<file path="src/rtl/sw_input.sv">
// sw_input: board switch front end -- synchronize, debounce per bit, queue change events.
// Define SW_INPUT_SYNC_EN to insert the 2-flop input synchronizer.
module sw_input #(
    parameter int WIDTH      = 8,
    parameter int DEB_CYCLES = 16,
    parameter int FIFO_DEPTH = 4
) (
    input  logic                     clk,
    input  logic                     rst,
    input  logic [WIDTH-1:0]         sw,
    output logic [WIDTH-1:0]         sw_stable,
    output logic                     evt_valid,
    input  logic                     evt_ready,
    output logic [$clog2(WIDTH)-1:0] evt_idx,
    output logic                     evt_level,
    output logic                     evt_coalesced,
    input  logic                     coal_clr
);

    localparam int IW = $clog2(WIDTH);
    localparam int CW = $clog2(DEB_CYCLES + 1);
    localparam int PW = $clog2(FIFO_DEPTH);
    localparam logic [CW-1:0] DEB_LAST  = CW'(DEB_CYCLES - 1);
    localparam logic [PW:0]   FIFO_FULL = (PW+1)'(FIFO_DEPTH);

    logic [WIDTH-1:0] w_s;
    logic [WIDTH-1:0] r_stable;
    logic [CW-1:0]    r_cnt [WIDTH];
    logic [WIDTH-1:0] w_flip;
    logic [WIDTH-1:0] r_pend;
    logic [WIDTH-1:0] w_low_oh;
    logic [WIDTH-1:0] w_clr_oh;
    logic [IW-1:0]    w_push_idx;
    logic             w_push;
    logic             w_pop;
    logic             w_full;
    logic             w_coal;
    logic             r_coal;
    logic [IW:0]      r_mem [FIFO_DEPTH];
    logic [PW-1:0]    r_wr;
    logic [PW-1:0]    r_rd;
    logic [PW:0]      r_count;

`ifdef SW_INPUT_SYNC_EN
    logic [WIDTH-1:0] r_sync1;
    logic [WIDTH-1:0] r_sync2;

    // Two-stage synchronizer for the asynchronous switch pins.
    always_ff @(posedge clk) begin
        if (rst) begin
            r_sync1 <= '0;
            r_sync2 <= '0;
        end else begin
            r_sync1 <= sw;
            r_sync2 <= r_sync1;
        end
    end

    assign w_s = r_sync2;
`else
    assign w_s = sw;
`endif

    // A bit flips on the cycle its mismatch count would reach DEB_CYCLES.
    always_comb begin
        w_flip = '0;
        for (int i = 0; i < WIDTH; i++) begin
            w_flip[i] = (w_s[i] != r_stable[i]) && (r_cnt[i] == DEB_LAST);
        end
    end

    // Per-bit debounce counters and filtered levels.
    always_ff @(posedge clk) begin
        if (rst) begin
            r_stable <= '0;
            for (int i = 0; i < WIDTH; i++) begin
                r_cnt[i] <= '0;
            end
        end else begin
            for (int i = 0; i < WIDTH; i++) begin
                if (w_s[i] == r_stable[i]) begin
                    r_cnt[i] <= '0;
                end else if (w_flip[i]) begin
                    r_stable[i] <= w_s[i];
                    r_cnt[i]    <= '0;
                end else begin
                    r_cnt[i] <= r_cnt[i] + CW'(1);
                end
            end
        end
    end

    // Lowest pending index wins the single push slot; a re-flip on the pushed bit re-arms it.
    always_comb begin
        w_full     = (r_count == FIFO_FULL);
        w_pop      = evt_valid && evt_ready;
        w_low_oh   = r_pend & (~r_pend + WIDTH'(1));
        w_push     = (r_pend != '0) && !w_full;
        w_clr_oh   = w_push ? w_low_oh : '0;
        w_coal     = |(w_flip & r_pend & ~w_clr_oh);
        w_push_idx = '0;
        for (int i = 0; i < WIDTH; i++) begin
            w_push_idx = w_push_idx | (w_low_oh[i] ? IW'(i) : '0);
        end
    end

    // Pending set and sticky coalesce flag (set beats clear).
    always_ff @(posedge clk) begin
        if (rst) begin
            r_pend <= '0;
            r_coal <= 1'b0;
        end else begin
            r_pend <= (r_pend & ~w_clr_oh) | w_flip;
            if (w_coal) begin
                r_coal <= 1'b1;
            end else if (coal_clr) begin
                r_coal <= 1'b0;
            end else begin
                r_coal <= r_coal;
            end
        end
    end

    // Event queue storage; full blocks pushes even when a pop happens the same cycle.
    always_ff @(posedge clk) begin
        if (rst) begin
            r_wr    <= '0;
            r_rd    <= '0;
            r_count <= '0;
            for (int i = 0; i < FIFO_DEPTH; i++) begin
                r_mem[i] <= '0;
            end
        end else begin
            if (w_push) begin
                r_mem[r_wr] <= {w_push_idx, r_stable[w_push_idx]};
                r_wr        <= r_wr + PW'(1);
            end
            if (w_pop) begin
                r_rd <= r_rd + PW'(1);
            end
            case ({w_push, w_pop})
                2'b10:   r_count <= r_count + (PW+1)'(1);
                2'b01:   r_count <= r_count - (PW+1)'(1);
                default: r_count <= r_count;
            endcase
        end
    end

    assign sw_stable     = r_stable;
    assign evt_valid     = (r_count != '0);
    assign evt_idx       = r_mem[r_rd][IW:1];
    assign evt_level     = r_mem[r_rd][0];
    assign evt_coalesced = r_coal;

endmodule

</file>
<file path="config.mk">
export PLATFORM = sky130hd
export DESIGN_NAME = sw_input
export DESIGN_NICKNAME = d
export VERILOG_FILES = /design/src/rtl/sw_input.sv
export SDC_FILE = /design/constraint.sdc
export NUM_CORES = 1
export LEC_CHECK = 0
export BUFFER_PORTS_ARGS = -buffer_cell sky130_fd_sc_hd__buf_2
export CORE_MARGIN = 1.5
export CORE_UTILIZATION = 54
export DETAILED_ROUTE_END_ITERATION = 12
export PLACE_DENSITY_LB_ADDON = 0.3
export SYNTH_ARGS = -nofsm -noshare
export SYNTH_HDL_FRONTEND = slang
export SYNTH_SLANG_ARGS = --single-unit
</file>
<file path="constraint.sdc">
create_clock -name clk -period 2.2 [get_ports clk]
set_input_delay 0.33 -clock clk [delete_from_list [all_inputs] [get_ports clk]]
set_output_delay 0.33 -clock clk [all_outputs]
set_load 0.01 [all_outputs]
</file>
### Word level (Yosys, flattened, before mapping)

Memories as Yosys holds them, arrays and structs flattened. A register that Yosys moved wholly into a read port is not among the register bits.
Cells that the tools add are included.

| word-level totals | value |
|---|---|
| RAM bits | 56 |
| register bits | 24 |
| memories | 2 |
| output and inout bits | 14 |

| cells by class | value |
|---|---|
| $add $sub $neg | 13 |
| equal/unequal tests | 27 |
| multiplexer cells | 135 |
| reduce and logical (&&, ||, !) cells | 25 |
| $lt $le $gt $ge | 1 |
| bitwise gates (word level) | 45 |

Memories:

| memory | depth | width | read ports | clocked after Yosys merged registers in | write ports | RTL line | source |
|---|---|---|---|---|---|---|---|
| r_cnt | 8 | 5 | 8 | 0 | 8 | 28 | `logic [CW-1:0] r_cnt [WIDTH];` |
| r_mem | 4 | 4 | 1 | 1 | 4 | 39 | `logic [IW:0] r_mem [FIFO_DEPTH];` |

Operators with widths:

| cell | count |
|---|---|
| 2-to-1 mux 5 bit | 24 |
| 2-to-1 mux 1 bit | 98 |
| adder 5 x 1 -> 5 bit, second input constant | 8 |
| == test 5 x 4 -> 1 bit, second input constant | 8 |
| bitwise AND 8 bit | 4 |
| OR 1 bit | 24 |
| NOT 8 bit | 2 |
| AND reduction 2 bit | 8 |
| 2-to-1 mux 3 bit | 4 |
| logical AND 1 bit | 10 |
| 2-to-1 mux 2 bit | 5 |
| OR 3 bit | 3 |
| adder 8 x 1 -> 8 bit, second input constant | 1 |
| == test 1 bit | 8 |
| 2-to-1 mux 8 bit | 1 |
| != test 1 bit | 8 |
| NOT 1 bit | 8 |
| OR 8 bit | 1 |
| nonzero test 8 bit | 1 |
| OR reduction 8 bit | 1 |
| case mux 3 bit (2 select lines) | 1 |
| adder 2 x 1 -> 2 bit, second input constant | 2 |
| less-than comparator 3 x 4 -> 1 bit, second input constant | 1 |
| 2-to-1 mux 4 bit | 1 |
| other kinds (13) | 14 |

### Depth between registers and ports, before layout

Gate-level depths: netlist (run 1).

| logic depth | value |
|---|---|
| word-level depth | 13 |
| depth in mapped cells | 9 |
| gate-level depth less buffers | 8 |

### Worst setup path before layout (run 1)

OpenSTA, ideal clock, no wires.

| timing | value |
|---|---|
| kind | reg-to-reg |
| start point | register r_pend[0] |
| end point | register r_count[2] |
| slack | -0.090 ns |
| path buffers | 1 |
| stages on the path, launching flop included | 10 |
| period minus slack after synthesis | 2.290 ns |
| data arrival time | 2.163 ns |
| data required time | 2.072 ns |
| cell sequence | dfxtp_1 > buf_2 > nor4_1 > a21oi_1 > nand2b_1 > fa_1 > a2111o_1 > o21ai_0 > xnor2_1 > nor2_1 |

| on the way | value |
|---|---|
| longest elaborated chain between the ends | 4 |
| elaborated cells on any way between the ends | 6 |
| classes of those cells | 2 x eq/ne; 1 x mux; 3 x reduce/logical |

Ends and longest elaborated chain:

| element | RTL line | source |
|---|---|---|
| start, declared | 30 | `logic [WIDTH-1:0] r_pend;` |
| start signal, assigned | 113 | `r_pend <= (r_pend & ~w_clr_oh) \| w_flip;` |
| nonzero test 8 bit * | 98 | `w_push = (r_pend != '0) && !w_full;` |
| logical AND 1 bit * | 98 |  |
| == test 2 x 1 -> 1 bit or == test 2 bit (tied branches) | 141 | `case ({w_push, w_pop})` |
| case mux 3 bit (2 select lines) or nonzero test 2 bit (tied branches) | - |  |
| end signal, assigned | 142 | `2'b10: r_count <= r_count + (PW+1)'(1);` |
| end signal, assigned | 143 | `2'b01: r_count <= r_count - (PW+1)'(1);` |
| end signal, assigned | 144 | `default: r_count <= r_count;` |
| end, declared | 42 | `logic [PW:0] r_count;` |

Mark *: on every way between the ends. The rest lies on a longest branch, timed or not.
A chain may end at the register's enable or synchronous reset.

==> results_dict.tcl, run 1 <==
set metrics [dict create \
    outcome "completed" \
    globalRouteOverflowTotal 0 \
    cts_tree "built" \
    antenna_cells 0 \
    drt_first_pass_iters 4 \
    final_nets 460 \
    fin_tns_setup_ns 0 \
    grt_pass1_vias 2569 \
    ys.flop_type "edfxtp_1" \
    antenna_found_initial 0 \
    syn_to_final_growth_pct 18.7 \
    final_max_slew_viol_count 0 \
    yosysTopAreaCell "edfxtp_1" \
    fillers 565 \
    place_congestion 0.834 \
    crit_type "reg -> reg" \
    routed_wl_um 6750 \
    cts_max_path_buffers 2 \
    initialDrtViolationCount 127 \
    ys.warnings.count 0 \
    final_common_cell "nor2_1" \
    fin_crit_ns 2.08 \
    post-route-period-util_pct 94.4 \
    peakVddDrop_v 0.000378 \
    avgRoutedWirePerCell_um 12.7 \
    hold_viol_final 0 \
    rsz0062_at_grt "false" \
    fmax_mhz 481 \
    ioPinCount 26 \
    ys_seq_area_share_pct 56.4 \
    track_usage_pct 19.4 \
    cts_setup_buffers 0 \
    cts.sinks 82 \
    io_buffers 25 \
    cp.required_ns 2.38 \
    row_count 30 \
    cts_made_buffers 9 \
    drtAntennaViolNets 0 \
    yosys.area.top_type_share_pct 43.0 \
    die-height_um 88.1 \
    htreeDepth 3 \
    syn_inst 348 \
    dieArea_um2 7750 \
    avgSynthCellArea_um2 11.2 \
    synthArstFlopShare_pct 0 \
    ys_seq_elements 82 \
    setup_viol 0 \
    die_x_um 88.1 \
    start_kind "flip-flop" \
    yosys-top-cells-area "edfxtp_1 43%, dfxtp_1 13%, nor2_1 7.0%" \
    cap_viol_max_count 0 \
    hp-class "in -> reg" \
    clock_latency_ns 0.35 \
    avgViaCountPerCell 5.05 \
    synth_cell_types 44 \
    path_clk_slew_ns 0.08 \
    drc 0 \
    grt_pass1_wl_um 11400 \
    critPathMaxFanout 6 \
    initial_core_util_pct 56.6 \
    p_leak_nw 1.89 \
    finish.utilization_pct 67.2 \
    power-per-cell-area_nw_per_um2 757 \
    cp.arrival_ns 2.25 \
    core-area_um2 6910 \
    final_cell_mix "73 x nor2_1, 56 x edfxtp_1, 40 x conb_1, 25 x inv_1, 25 x buf_2" \
    end_kind "flip-flop" \
    post_synth_instance_area_um2 3910 \
    vias 2689 \
    drive_above_1_share_pct 17.4 \
    dp_hpwl_um 5140 \
    cts-root-buf "clkbuf_8" \
    whs_ns 0.243 \
    synth_edf_count 56 \
    grt_max_degree 23 \
    fin_skew_ns 0.0108 \
]
[final cells by class]
class	instances	area (um2)	area share, %
inverters	25	93.8	2.02
well taps	96	120	2.59
clock buffers	11	131	2.83
repair buffers	40	238	5.13
clock inverters	5	78.8	1.70
multi-input cells	273	1770	38.1
flip-flops and latches	82	2210	47.6
[report_power, final]
group	leakage [nW]	total [mW]	internal, mW	switching, mW
registers	0.789	1.84	1.76	0.0805
clock network	0.0972	1.17	0.636	0.529
logic	1.01	0.512	0.247	0.265
total	1.89	3.51	2.64	0.875
[per-stage QoR]
stage,instance area (um2),instances,setup slack (ns),power (mW)
after global placement,4390,516,0.155,2.36
after floorplan,4070,387,0.0487,2.20
after global routing,4640,532,0.0188,3.69
after detailed placement,4390,516,0.0775,2.38
final,4640,532,0.123,3.51
after CTS,4600,532,0.0627,3.52
[cells in the mapped netlist, types with 3 or more instances]
cell and instances:
or3_1 6, a21oi_1 8, mux2i_1 8, o31ai_1 4
clkbuf_1 4, or2_2 4, nor3_1 5, xnor2_1 14
dfxtp_1 26, edfxtp_1 56, inv_1 25, o21ai_0 4
nand2b_1 7, nand2_1 12, nand3_1 9, mux4_2 6
nor2_1 73, ha_1 16, o32ai_1 3, and3_1 13
xor2_1 16
[routing by layer]
| metal | up-vias | share of wire (%) | GRT usage, % |
|---|---|---|---|
| met2 | 40 | 50 | 32.5 |
| met5 | - | 0 | 0 |
| li1 | 1358 | - | - |
| met3 | 14 | 3.0 | 4.90 |
| met4 | 0 | 2.0 | 7.10 |
| met1 | 1277 | 45 | 24.4 |
[worst paths after layout]
path                                           start                         to  slack (ns)  cells after the start
worst max-delay path            r_pend[3]$_SDFF_PP0_  r_mem[1][0]$_SDFFCE_PN0P_        0.12                      6
worst min-delay path                           sw[6]  sw_stable[6]$_SDFFE_PP0N_        0.24                      3
worst max register to register  r_pend[3]$_SDFF_PP0_  r_mem[1][0]$_SDFFCE_PN0P_        0.12                      6
worst min register to register  r_pend[7]$_SDFF_PP0_       r_pend[7]$_SDFF_PP0_        0.56                      2
[kinds of logic after synthesis]
logic type	after synthesis	share of synthesized area (%)
flip-flops	82	56.4
AND/OR/NAND/NOR	140	16.8
buffers and inverters	32	3.14
multiplexers	14	5.51
XOR/XNOR	30	6.73
other	1	0.0960
AO/OA/AOI/OAI	32	5.70
adder cells (fa/ha/maj)	17	5.64
[critical path, cell delays in order (launching register included)]
cell	delay, ns
dfxtp_1	0.43
nor4_4	0.08
buf_4	0.15
a211o_1	0.31
or3b_2	0.53
or2_2	0.29
o32ai_1	0.12
[repair_timing]
item / 4_1_cts / 5_1_grt
setup endpoints to repair: 0 / 3
hold endpoints to repair: 0 / 0
hold buffers: 0 / 0
resized for setup: 0 / 11
[state kept, by name, indices dropped and copies added (netlist names), named ones only]
name           flops
evt_coalesced      1
r_wr               2
r_mem             16
r_count            3
r_cnt             40
r_rd               2
r_pend             8
sw_stable          8
Note: power is estimated with default switching activity, not from simulation.
==> run 2: changes to the inputs <==
Settings changed: RECOVER_POWER from default to 25.
==> run 2 against run 1 <==
Via count down 0.15%. Clock skew grew 0.00072 ns. Critical endpoint is now r_mem[0][0]$_SDFFCE_PN0P_. Combinational power is 3% lower.
==> results_dict.tcl, run 2 (synthesized netlist as in run 1, its figures left out) <==
set metrics [dict create \
    grt_use_met2_pct 32.5 \
    final_common_cell "nor2_1" \
    grt_max_degree 23 \
    post-route-period-util_pct 94.1 \
    design_area_um2 4620 \
    cts_max_path_buffers 2 \
    crit_type "reg -> reg" \
    row_count 30 \
    dp_hpwl_um 5140 \
    hp-class "in -> reg" \
    core-area_um2 6910 \
    die_x_um 88.1 \
    fillers 571 \
    vias 2685 \
    fmax_mhz 483 \
    initial_core_util_pct 56.6 \
    fin_crit_ns 2.07 \
    drt_first_pass_iters 4 \
    globalRouteOverflowTotal 0 \
    power-per-cell-area_nw_per_um2 757 \
    htreeDepth 3 \
    track_usage_pct 19.4 \
    cts_made_buffers 9 \
    hold_viol_final 0 \
    fin_tns_setup_ns 0 \
    path_clk_slew_ns 0.08 \
    use_met3_pct 4.90 \
    clock_latency_ns 0.35 \
    met1_usage_pct 24.4 \
    final_cell_mix "73 x nor2_1, 56 x edfxtp_1, 40 x conb_1, 25 x inv_1, 22 x dfxtp_1" \
    setup_viol 0 \
    end_kind "flip-flop" \
    rsz0062_at_grt "false" \
    avgViaCountPerCell 5.05 \
    die-height_um 88.1 \
    io_buffers 25 \
    cts_tree "built" \
    antenna_cells 0 \
    ioPinCount 26 \
    routed_wl_um 6730 \
    drtAntennaViolNets 0 \
    outcome "completed" \
    final_max_slew_viol_count 0 \
    grt_pass1_wl_um 11400 \
    final_nets 460 \
    drive_above_1_share_pct 14.9 \
    cts.sinks 82 \
    fin_skew_ns 0.0115 \
    grt_pass1_vias 2569 \
    largest_reg_flops 40 \
    cts_setup_buffers 0 \
    grt_most_used_layer "met2" \
    reg_top3 "r_cnt (40), r_mem (16)" \
    initialDrtViolationCount 149 \
    regMostFlops "r_cnt" \
    avgRoutedWirePerCell_um 12.6 \
    peakVddDrop_v 0.000377 \
    syn_to_final_growth_pct 18.3 \
    dieArea_um2 7750 \
    critPathMaxFanout 5 \
    drc 0 \
    power_mw 3.50 \
    antenna_found_initial 0 \
    cap_viol_max_count 0 \
    p_leak_nw 1.84 \
    start_kind "flip-flop" \
    cp.required_ns 2.35 \
    placed_area_um2 4390 \
    cts-root-buf "clkbuf_8" \
    cp.arrival_ns 2.22 \
    place_congestion 0.834 \
]
run 2: critical path: stages, from the launching register on:
cell and delay (ns):
dfxtp_1 0.39, buf_4 0.16, nor2b_1 0.05, o21ai_0 0.16, o21a_2 0.22, mux4_2 0.56, o32ai_1 0.33
run 2: final timing paths:
path                                                  end                  from  slack [ns]  cells past startpoint
worst max-delay path            r_mem[0][0]$_SDFFCE_PN0P_  r_pend[6]$_SDFF_PP0_        0.13                      6
worst min-delay path            sw_stable[6]$_SDFFE_PP0N_                 sw[6]        0.24                      3
worst max register to register  r_mem[0][0]$_SDFFCE_PN0P_  r_pend[6]$_SDFF_PP0_        0.13                      6
worst min register to register       r_pend[7]$_SDFF_PP0_  r_pend[7]$_SDFF_PP0_        0.56                      2
run 2: repair_timing:
| item | CTS | global route |
|---|---|---|
| hold buffers | 0 | 0 |
| endpoints found under the setup margin | 0 | 3 |
| resized for setup | 0 | 11 |
run 2: layout make-up:
class / count / area [um2] / area share, %
inverter: 25 / 93.8 / 2.03
clock inverter: 5 / 78.8 / 1.71
tap: 96 / 120 / 2.60
clock buffer: 11 / 131 / 2.84
multi-input combinational: 273 / 1770 / 38.3
sequential: 82 / 2210 / 47.8
timing repair buffer: 40 / 219 / 4.74
run 2: power by group:
part | total [mW] | leakage [nW] | switching [mW] | internal (mW)
Clock | 1.16 | 0.0972 | 0.526 | 0.636
Sequential | 1.84 | 0.789 | 0.0807 | 1.76
Combinational | 0.497 | 0.958 | 0.265 | 0.232
run 2: stage by stage:
step,setup slack (ns),instances,utilization [%],hold WS [ns]
2_1_floorplan,0.0487,387,-,0.477
3_3_place_gp,0.155,516,63.6,0.514
3_5_place_dp,0.0775,516,63.6,0.536
4_1_cts,0.0627,532,66.7,0.235
5_1_grt,0.0188,532,66.9,0.258
6_report,0.129,532,66.9,0.244
run 2: per-layer routing:
metal / share of wire (%) / routed length (um) / vias to the layer above
met4: 2.1 / 138 / 0
met3: 3.6 / 244 / 13
met5: 0 / 0 / -
met1: 45 / 3020 / 1271
li1: - / - / 1360
met2: 49 / 3320 / 41
